## config.mk

```make
export PLATFORM = sky130hd
export DESIGN_NAME = wb_modport_bridge
export DESIGN_NICKNAME = d
export VERILOG_FILES = /design/src/rtl/wb_modport_pkg.sv /design/src/rtl/wb_lane_steer.sv /design/src/rtl/wb_modport_bridge.sv
export SDC_FILE = /design/constraint.sdc
export NUM_CORES = 1
export LEC_CHECK = 0
export ABC_CLOCK_PERIOD_IN_PS = 2400
export CAP_MARGIN = 0
export CORE_MARGIN = 5
export CORE_UTILIZATION = 38
export CTS_CLUSTER_SIZE = 30
export DETAILED_ROUTE_END_ITERATION = 8
export GPL_TIMING_DRIVEN = 0
export PLACE_DENSITY = 0.69
export SYNTH_ARGS = -nofsm -noshare
export SYNTH_HDL_FRONTEND = slang
export SYNTH_HIERARCHICAL = 1
export SYNTH_SLANG_ARGS = --single-unit
```

## constraint.sdc

```tcl
create_clock -name i_clk -period 2.4 [get_ports i_clk]
set_input_delay 0.24 -clock i_clk [delete_from_list [all_inputs] [get_ports i_clk]]
set_output_delay 0.24 -clock i_clk [all_outputs]
set_load 0.01 [all_outputs]
```

## src/rtl/wb_modport_pkg.sv

```systemverilog
// Shared types, widths and helpers for the 32-bit core to 128-bit Wishbone bridge.
package wb_modport_pkg;
  localparam int unsigned WB_DW   = 128;
  localparam int unsigned CORE_DW = 32;
  localparam int unsigned LANES   = 4;
  localparam int unsigned SEL_W   = 16;

  typedef enum logic [1:0] {
    IDLE = 2'd0,
    BUS  = 2'd1,
    DONE = 2'd2
  } state_t;

  // A zero byte-enable from the core means a full-word access.
  function automatic logic [3:0] eff_be(input logic [3:0] be);
    logic [3:0] res;
    if (be == 4'h0) begin
      res = 4'hF;
    end else begin
      res = be;
    end
    return res;
  endfunction
endpackage

```

## src/rtl/wb_lane_steer.sv

```systemverilog
// Combinational lane steering: byte selects and replicated write data out, addressed read lane in.
module wb_lane_steer
  import wb_modport_pkg::*;
(
  input  logic [3:0]         be,
  input  logic [1:0]         lane,
  input  logic [CORE_DW-1:0] wdat,
  input  logic [WB_DW-1:0]   wb_dat,
  output logic [SEL_W-1:0]   sel,
  output logic [WB_DW-1:0]   dat,
  output logic [CORE_DW-1:0] rdat
);
  // Place the enables in the addressed lane, replicate write data, pick the read lane.
  always_comb begin
    sel  = {12'h000, eff_be(be)} << {lane, 2'b00};
    dat  = {LANES{wdat}};
    rdat = wb_dat[{lane, 5'b00000} +: CORE_DW];
  end
endmodule

```

## src/rtl/wb_modport_bridge.sv

```systemverilog
// Single-outstanding bridge from a 32-bit core port onto a 128-bit Wishbone bus with timeout.
// Optional feature: define WB_ERR_STICKY_EN to latch errors on o_core_err_sticky until reset.
module wb_modport_bridge
  import wb_modport_pkg::*;
#(
  parameter int unsigned TIMEOUT_CYCLES = 255
) (
  input  logic               i_clk,
  input  logic               i_rst_n,
  input  logic               i_system_rdy,
  input  logic               i_core_req,
  input  logic               i_core_we,
  input  logic [31:0]        i_core_adr,
  input  logic [3:0]         i_core_be,
  input  logic [CORE_DW-1:0] i_core_wdat,
  output logic [CORE_DW-1:0] o_core_rdat,
  output logic               o_core_done,
  output logic               o_core_err,
  output logic               o_core_err_sticky,
  output logic [31:0]        o_wb_adr,
  output logic [SEL_W-1:0]   o_wb_sel,
  output logic               o_wb_we,
  output logic [WB_DW-1:0]   o_wb_dat,
  output logic               o_wb_cyc,
  output logic               o_wb_stb,
  input  logic [WB_DW-1:0]   i_wb_dat,
  input  logic               i_wb_ack,
  input  logic               i_wb_err
);
  localparam logic [7:0] TO_LAST = 8'(TIMEOUT_CYCLES - 1);

  state_t             state_r;
  logic [1:0]         lane_r;
  logic [7:0]         cnt_r;
  logic [1:0]         lane_sel_s;
  logic [SEL_W-1:0]   sel_s;
  logic [WB_DW-1:0]   dat_s;
  logic [CORE_DW-1:0] rdat_s;
  logic               unused_adr_s;

  assign unused_adr_s = ^i_core_adr[1:0];

  // Steer from the live address while idle, from the captured lane once the cycle is out.
  always_comb begin
    if (state_r == IDLE) begin
      lane_sel_s = i_core_adr[3:2];
    end else begin
      lane_sel_s = lane_r;
    end
  end

  wb_lane_steer u_steer (
    .be     (i_core_be),
    .lane   (lane_sel_s),
    .wdat   (i_core_wdat),
    .wb_dat (i_wb_dat),
    .sel    (sel_s),
    .dat    (dat_s),
    .rdat   (rdat_s)
  );

  // Transfer FSM; every bus and core output is registered here.
  always_ff @(posedge i_clk) begin
    if (!i_rst_n) begin
      state_r     <= IDLE;
      lane_r      <= 2'd0;
      cnt_r       <= 8'd0;
      o_core_rdat <= '0;
      o_core_done <= 1'b0;
      o_core_err  <= 1'b0;
      o_wb_adr    <= 32'h0;
      o_wb_sel    <= '0;
      o_wb_we     <= 1'b0;
      o_wb_dat    <= '0;
      o_wb_cyc    <= 1'b0;
      o_wb_stb    <= 1'b0;
    end else begin
      case (state_r)
        IDLE: begin
          if (i_core_req && i_system_rdy) begin
            o_wb_adr <= {i_core_adr[31:4], 4'h0};
            o_wb_sel <= sel_s;
            o_wb_we  <= i_core_we;
            o_wb_dat <= dat_s;
            lane_r   <= i_core_adr[3:2];
            cnt_r    <= 8'd0;
            o_wb_cyc <= 1'b1;
            o_wb_stb <= 1'b1;
            state_r  <= BUS;
          end
        end
        BUS: begin
          // A slave error outranks a simultaneous ack; silence until TO_LAST is a timeout error.
          if (i_wb_ack || i_wb_err || (cnt_r == TO_LAST)) begin
            o_wb_cyc    <= 1'b0;
            o_wb_stb    <= 1'b0;
            o_core_done <= 1'b1;
            o_core_err  <= i_wb_err || !i_wb_ack;
            if (i_wb_ack && !i_wb_err && !o_wb_we) begin
              o_core_rdat <= rdat_s;
            end else begin
              o_core_rdat <= '0;
            end
            state_r <= DONE;
          end else begin
            cnt_r <= cnt_r + 8'd1;
          end
        end
        DONE: begin
          o_core_done <= 1'b0;
          o_core_err  <= 1'b0;
          o_core_rdat <= '0;
          state_r     <= IDLE;
        end
        default: begin
          o_wb_cyc    <= 1'b0;
          o_wb_stb    <= 1'b0;
          o_core_done <= 1'b0;
          o_core_err  <= 1'b0;
          state_r     <= IDLE;
        end
      endcase
    end
  end

`ifdef WB_ERR_STICKY_EN
  logic err_sticky_r;

  // Error flag that survives until reset.
  always_ff @(posedge i_clk) begin
    if (!i_rst_n) begin
      err_sticky_r <= 1'b0;
    end else if (o_core_err) begin
      err_sticky_r <= 1'b1;
    end else begin
      err_sticky_r <= err_sticky_r;
    end
  end

  assign o_core_err_sticky = err_sticky_r;
`else
  assign o_core_err_sticky = 1'b0;
`endif
endmodule

```

==> impl_table.tex <==
\begin{tabular}{lr}
\hline
Metric & Value \\
\hline
\multicolumn{2}{l}{\textbf{Logic synthesis}} \\
Dominant cells by area after synthesis & dfxtp\_1 (45\%), nand2\_1 (15\%), a21oi\_1 (12\%), buf\_4 (11\%), mux4\_2 (6.4\%) \\
Netlist area before placement & 9790 um\^{}2 \\
Count of distinct cell types in the synthesized netlist & 42 \\
Gate count of the mapped netlist & 1181 \\
Share of Yosys cell area claimed by the top area cell type & 45.0\% \\
Top\_reg\_cell synth & dfxtp\_1 \\
Most frequent cells after synthesis & nand2\_1 (390), a21oi\_1 (228), dfxtp\_1 (220) \\
Proportion of synthesized flip-flops having asynchronous set or reset & 0\% \\
Synthesized area per cell & 8.29 um\^{}2 \\
Number of enable flip-flop cells after synthesis & 0 \\
Sequential-to-total area share from yosys stat & 45.0\% \\
Synthesis warning total & 6 \\
Most numerous cell in the Yosys netlist & nand2\_1 \\
Yosys reg bits & 220 \\
Cell type with the largest total area after synthesis & dfxtp\_1 \\
\multicolumn{2}{l}{\textbf{Clocking}} \\
Maximum clock insertion buffer count & 3 \\
Buffers inserted by post-CTS timing repair & 0 \\
Cell at the root of the clock tree & clkbuf\_16 \\
Post-cts repair resize count & 0 \\
Insertion delay to the later sink of the worst-skew pair & 0.52 ns \\
Clock-pin transition on the worst setup and hold timing paths & 0.06 ns \\
TritonCTS Buffers & 25 \\
H-tree depth reported by CTS & 1 \\
CTS hold repair buffers & 32 \\
Clock tree from TritonCTS & yes \\
Clk sink count & 220 \\
\multicolumn{2}{l}{\textbf{GRT}} \\
Largest net degree at the start of global routing & 14 \\
Busiest layer in global routing & met2 \\
Overflow after GRT & 0 \\
Via count of the first global-routing pass & 9423 \\
Global-route met2 utilization & 44.0\% \\
Global-route wire length before repair & 54.1 mm \\
Initial antenna violation count & 7 \\
All-Layer GR Usage & 23.9\% \\
Met3 usage & 4.99\% \\
Met1 Use GR & 26.7\% \\
\multicolumn{2}{l}{\textbf{Worst setup path}} \\
Worst path arrival time & 2.52 ns \\
Startpoint kind of the worst setup timing path & flop \\
Worst-path maximum fanout & 10 \\
CP Data Required Time & 2.84 ns \\
Critical path start-end classification & reg2reg \\
Nature of the critical path endpoint & flop \\
\multicolumn{2}{l}{\textbf{Power}} \\
Power density over cell area & 626 nW/um\^{}2 \\
Peak supply drop & 0.448 mV \\
Static Leak & 0.00564 uW \\
\multicolumn{2}{l}{\textbf{Placed design}} \\
Buffers on Ports & 376 \\
Placement-stage worst setup slack & 0.189 ns \\
Area after DPL & 14000 um\^{}2 \\
Sum of net half-perimeters after detailed placement & 29.2 mm \\
Weighted congestion at the end of routability-driven global placement & 0.865 \\
\multicolumn{2}{l}{\textbf{Cells and area}} \\
Post-route cell area & 15200 um\^{}2 \\
Footprint of the multi-input gates & 3930 um\^{}2 \\
Post-synthesis to final-layout area growth & 55.1\% \\
Layout net count & 1825 \\
Ratio of cells with drive above 1 in the final layout & 15.5\% \\
Register area & 4400 um\^{}2 \\
Final-layout fill cell count & 2290 \\
Utilization of the core after routing & 60.1\% \\
\multicolumn{2}{l}{\textbf{Floorplan}} \\
Overall die width & 171 um \\
IO Count & 417 \\
Starting Density & 38.8\% \\
Number of placement rows & 58 \\
Total die area & 29100 um\^{}2 \\
Area of the core & 25300 um\^{}2 \\
Die Span Y & 171 um \\
\multicolumn{2}{l}{\textbf{STA}} \\
Max Slew Vio Count & 0 \\
Maximum clock frequency & 483 MHz \\
Final Hold Violating Endpoints & 0 \\
Transition time at the pin with the least slew margin & 0.708 ns \\
Setup violation total in the final timing report & 0 \\
Final clock period utilization by the worst path & 86.3\% \\
RSZ-0062 raised after global routing & no \\
Post-layout worst setup margin & 0.328 ns \\
Setup TNS & 0 ns \\
Post-layout min period & 2.07 ns \\
Max-Slew Margin vs Limit & 52.8\% \\
Worst clock skew & 0.0123 ns \\
\multicolumn{2}{l}{\textbf{Worst hold path}} \\
Worst hold path type & in2reg \\
\multicolumn{2}{l}{\textbf{Route}} \\
First drt pass iteration count & 5 \\
Routed via count divided by cell count & 4.83 \\
Count of vias placed by the detailed router & 9521 \\
Number of DRC markers in iteration 0 & 563 \\
Antenna Violating Nets Remaining & 0 \\
Per-cell routed wire length & 18.6 um \\
Count of unresolved DRC violations after routing & 0 \\
Post-Route WL & 36.6 mm \\
\multicolumn{2}{l}{\textbf{Outcome}} \\
Run status & complete, no violations \\
\multicolumn{2}{l}{\textbf{Run}} \\
MaxCap Viol Count & 0 \\
\hline
\end{tabular}
==> kinds of logic after synthesis <==
logic type	count (synthesis)	synth area share [%]
AOI/OAI and AO/OA	277	14.6
xor gates and xnor gates	1	0.0895
buffers and inverters	223	15.0
DFF	220	45.0
and+or+nand+nor	422	17.2
muxes	35	7.85
adders and majority gates	2	0.256
other	1	0.0383
==> path summary, 6_finish.rpt <==
| kind | start | endpoint | slack (ns) | cells after the start |
|---|---|---|---|---|
| setup / recovery | state_r[1]$_SDFFE_PN0P_ | o_wb_sel[0]$_SDFFE_PN0P_ | 0.33 | 8 |
| hold / removal | i_rst_n | cnt_r[0]$_SDFFE_PN0P_ | 0.15 | 3 |
| setup reg to reg | state_r[1]$_SDFFE_PN0P_ | o_wb_sel[0]$_SDFFE_PN0P_ | 0.33 | 8 |
| hold reg to reg | o_wb_adr[10]$_SDFFE_PN0P_ | o_wb_adr[10]$_SDFFE_PN0P_ | 0.45 | 2 |
==> per-layer routing <==
metal	routed length [um]	share of wire, %
met1	13400	37
met2	19000	52
met4	1480	4.1
met5	0	0
met3	2700	7.4
==> sequential cells by signal, indices dropped and copies added (netlist names) <==
| signal | count |
|---|---|
| o_wb_sel | 16 |
| o_core_err | 1 |
| lane_r | 2 |
| cnt_r | 8 |
| o_wb_stb | 1 |
| o_wb_we | 1 |
| o_wb_dat | 128 |
| o_core_rdat | 32 |
| state_r | 2 |
| o_core_done | 1 |
| o_wb_adr | 28 |
==> report_power, final <==
part / internal [uW] / switching (uW) / leakage [uW]
Sequential: 3800 / 79.7 / 0.00179
Combinational: 911 / 705 / 0.00343
Clock: 2450 / 1560 / 0.000418
==> metrics by stage <==
step                      hold WS, ns  instances  power (uW)
after floorplan                 0.376       1185        4720
after global placement          0.441       1891        5490
after detailed placement        0.446       1891        5510
after CTS                       0.133       1966        9580
after global routing            0.162       1973        9870
final                           0.154       1973        9500
==> final cells by class <==
cell class | count | share of cell area, %
inverters | 7 | 0.173
clock inverters | 9 | 0.906
plain buffers | 216 | 9.50
multi-input cells | 742 | 25.9
repair buffers | 408 | 26.9
flip-flops and latches | 220 | 29.0
diodes | 7 | 0.115
well taps | 330 | 2.72
clock buffers | 34 | 4.80
==> worst max-delay path, cell delays in order, from the launching register on <==
cell,delay (ns)
dfxtp_1,0.39
nor2_2,0.23
mux2_2,0.38
buf_6,0.17
buf_6,0.17
or2_2,0.32
a21oi_1,0.16
nand2_1,0.07
a21oi_1,0.11
==> placed cells by master, fill, tap and decap left out, types with 2 or more instances in the layout <==
| master | count |
|---|---|
| buf_2 | 29 |
| nand2_1 | 390 |
| mux4_1 | 4 |
| buf_4 | 140 |
| clkbuf_16 | 25 |
| clkdlybuf4s50_1 | 376 |
| conb_1 | 5 |
| clkbuf_8 | 7 |
| inv_1 | 6 |
| mux4_2 | 28 |
| buf_6 | 5 |
| or4_1 | 3 |
| nor2_1 | 2 |
| nand3_1 | 9 |
| clkbuf_1 | 42 |
| clkinvlp_4 | 3 |
| or3_1 | 4 |
| dlygate4sd3_1 | 32 |
| o21ai_0 | 35 |
| ha_1 | 2 |
| buf_12 | 2 |
| bufinv_16 | 3 |
| diode_2 | 7 |
| mux2_2 | 2 |
| o211ai_1 | 3 |
| a21oi_1 | 228 |
| nand2b_1 | 4 |
| dfxtp_1 | 220 |
| a31oi_1 | 3 |
| o2111ai_1 | 2 |
Power figures use the tool's default switching activity.
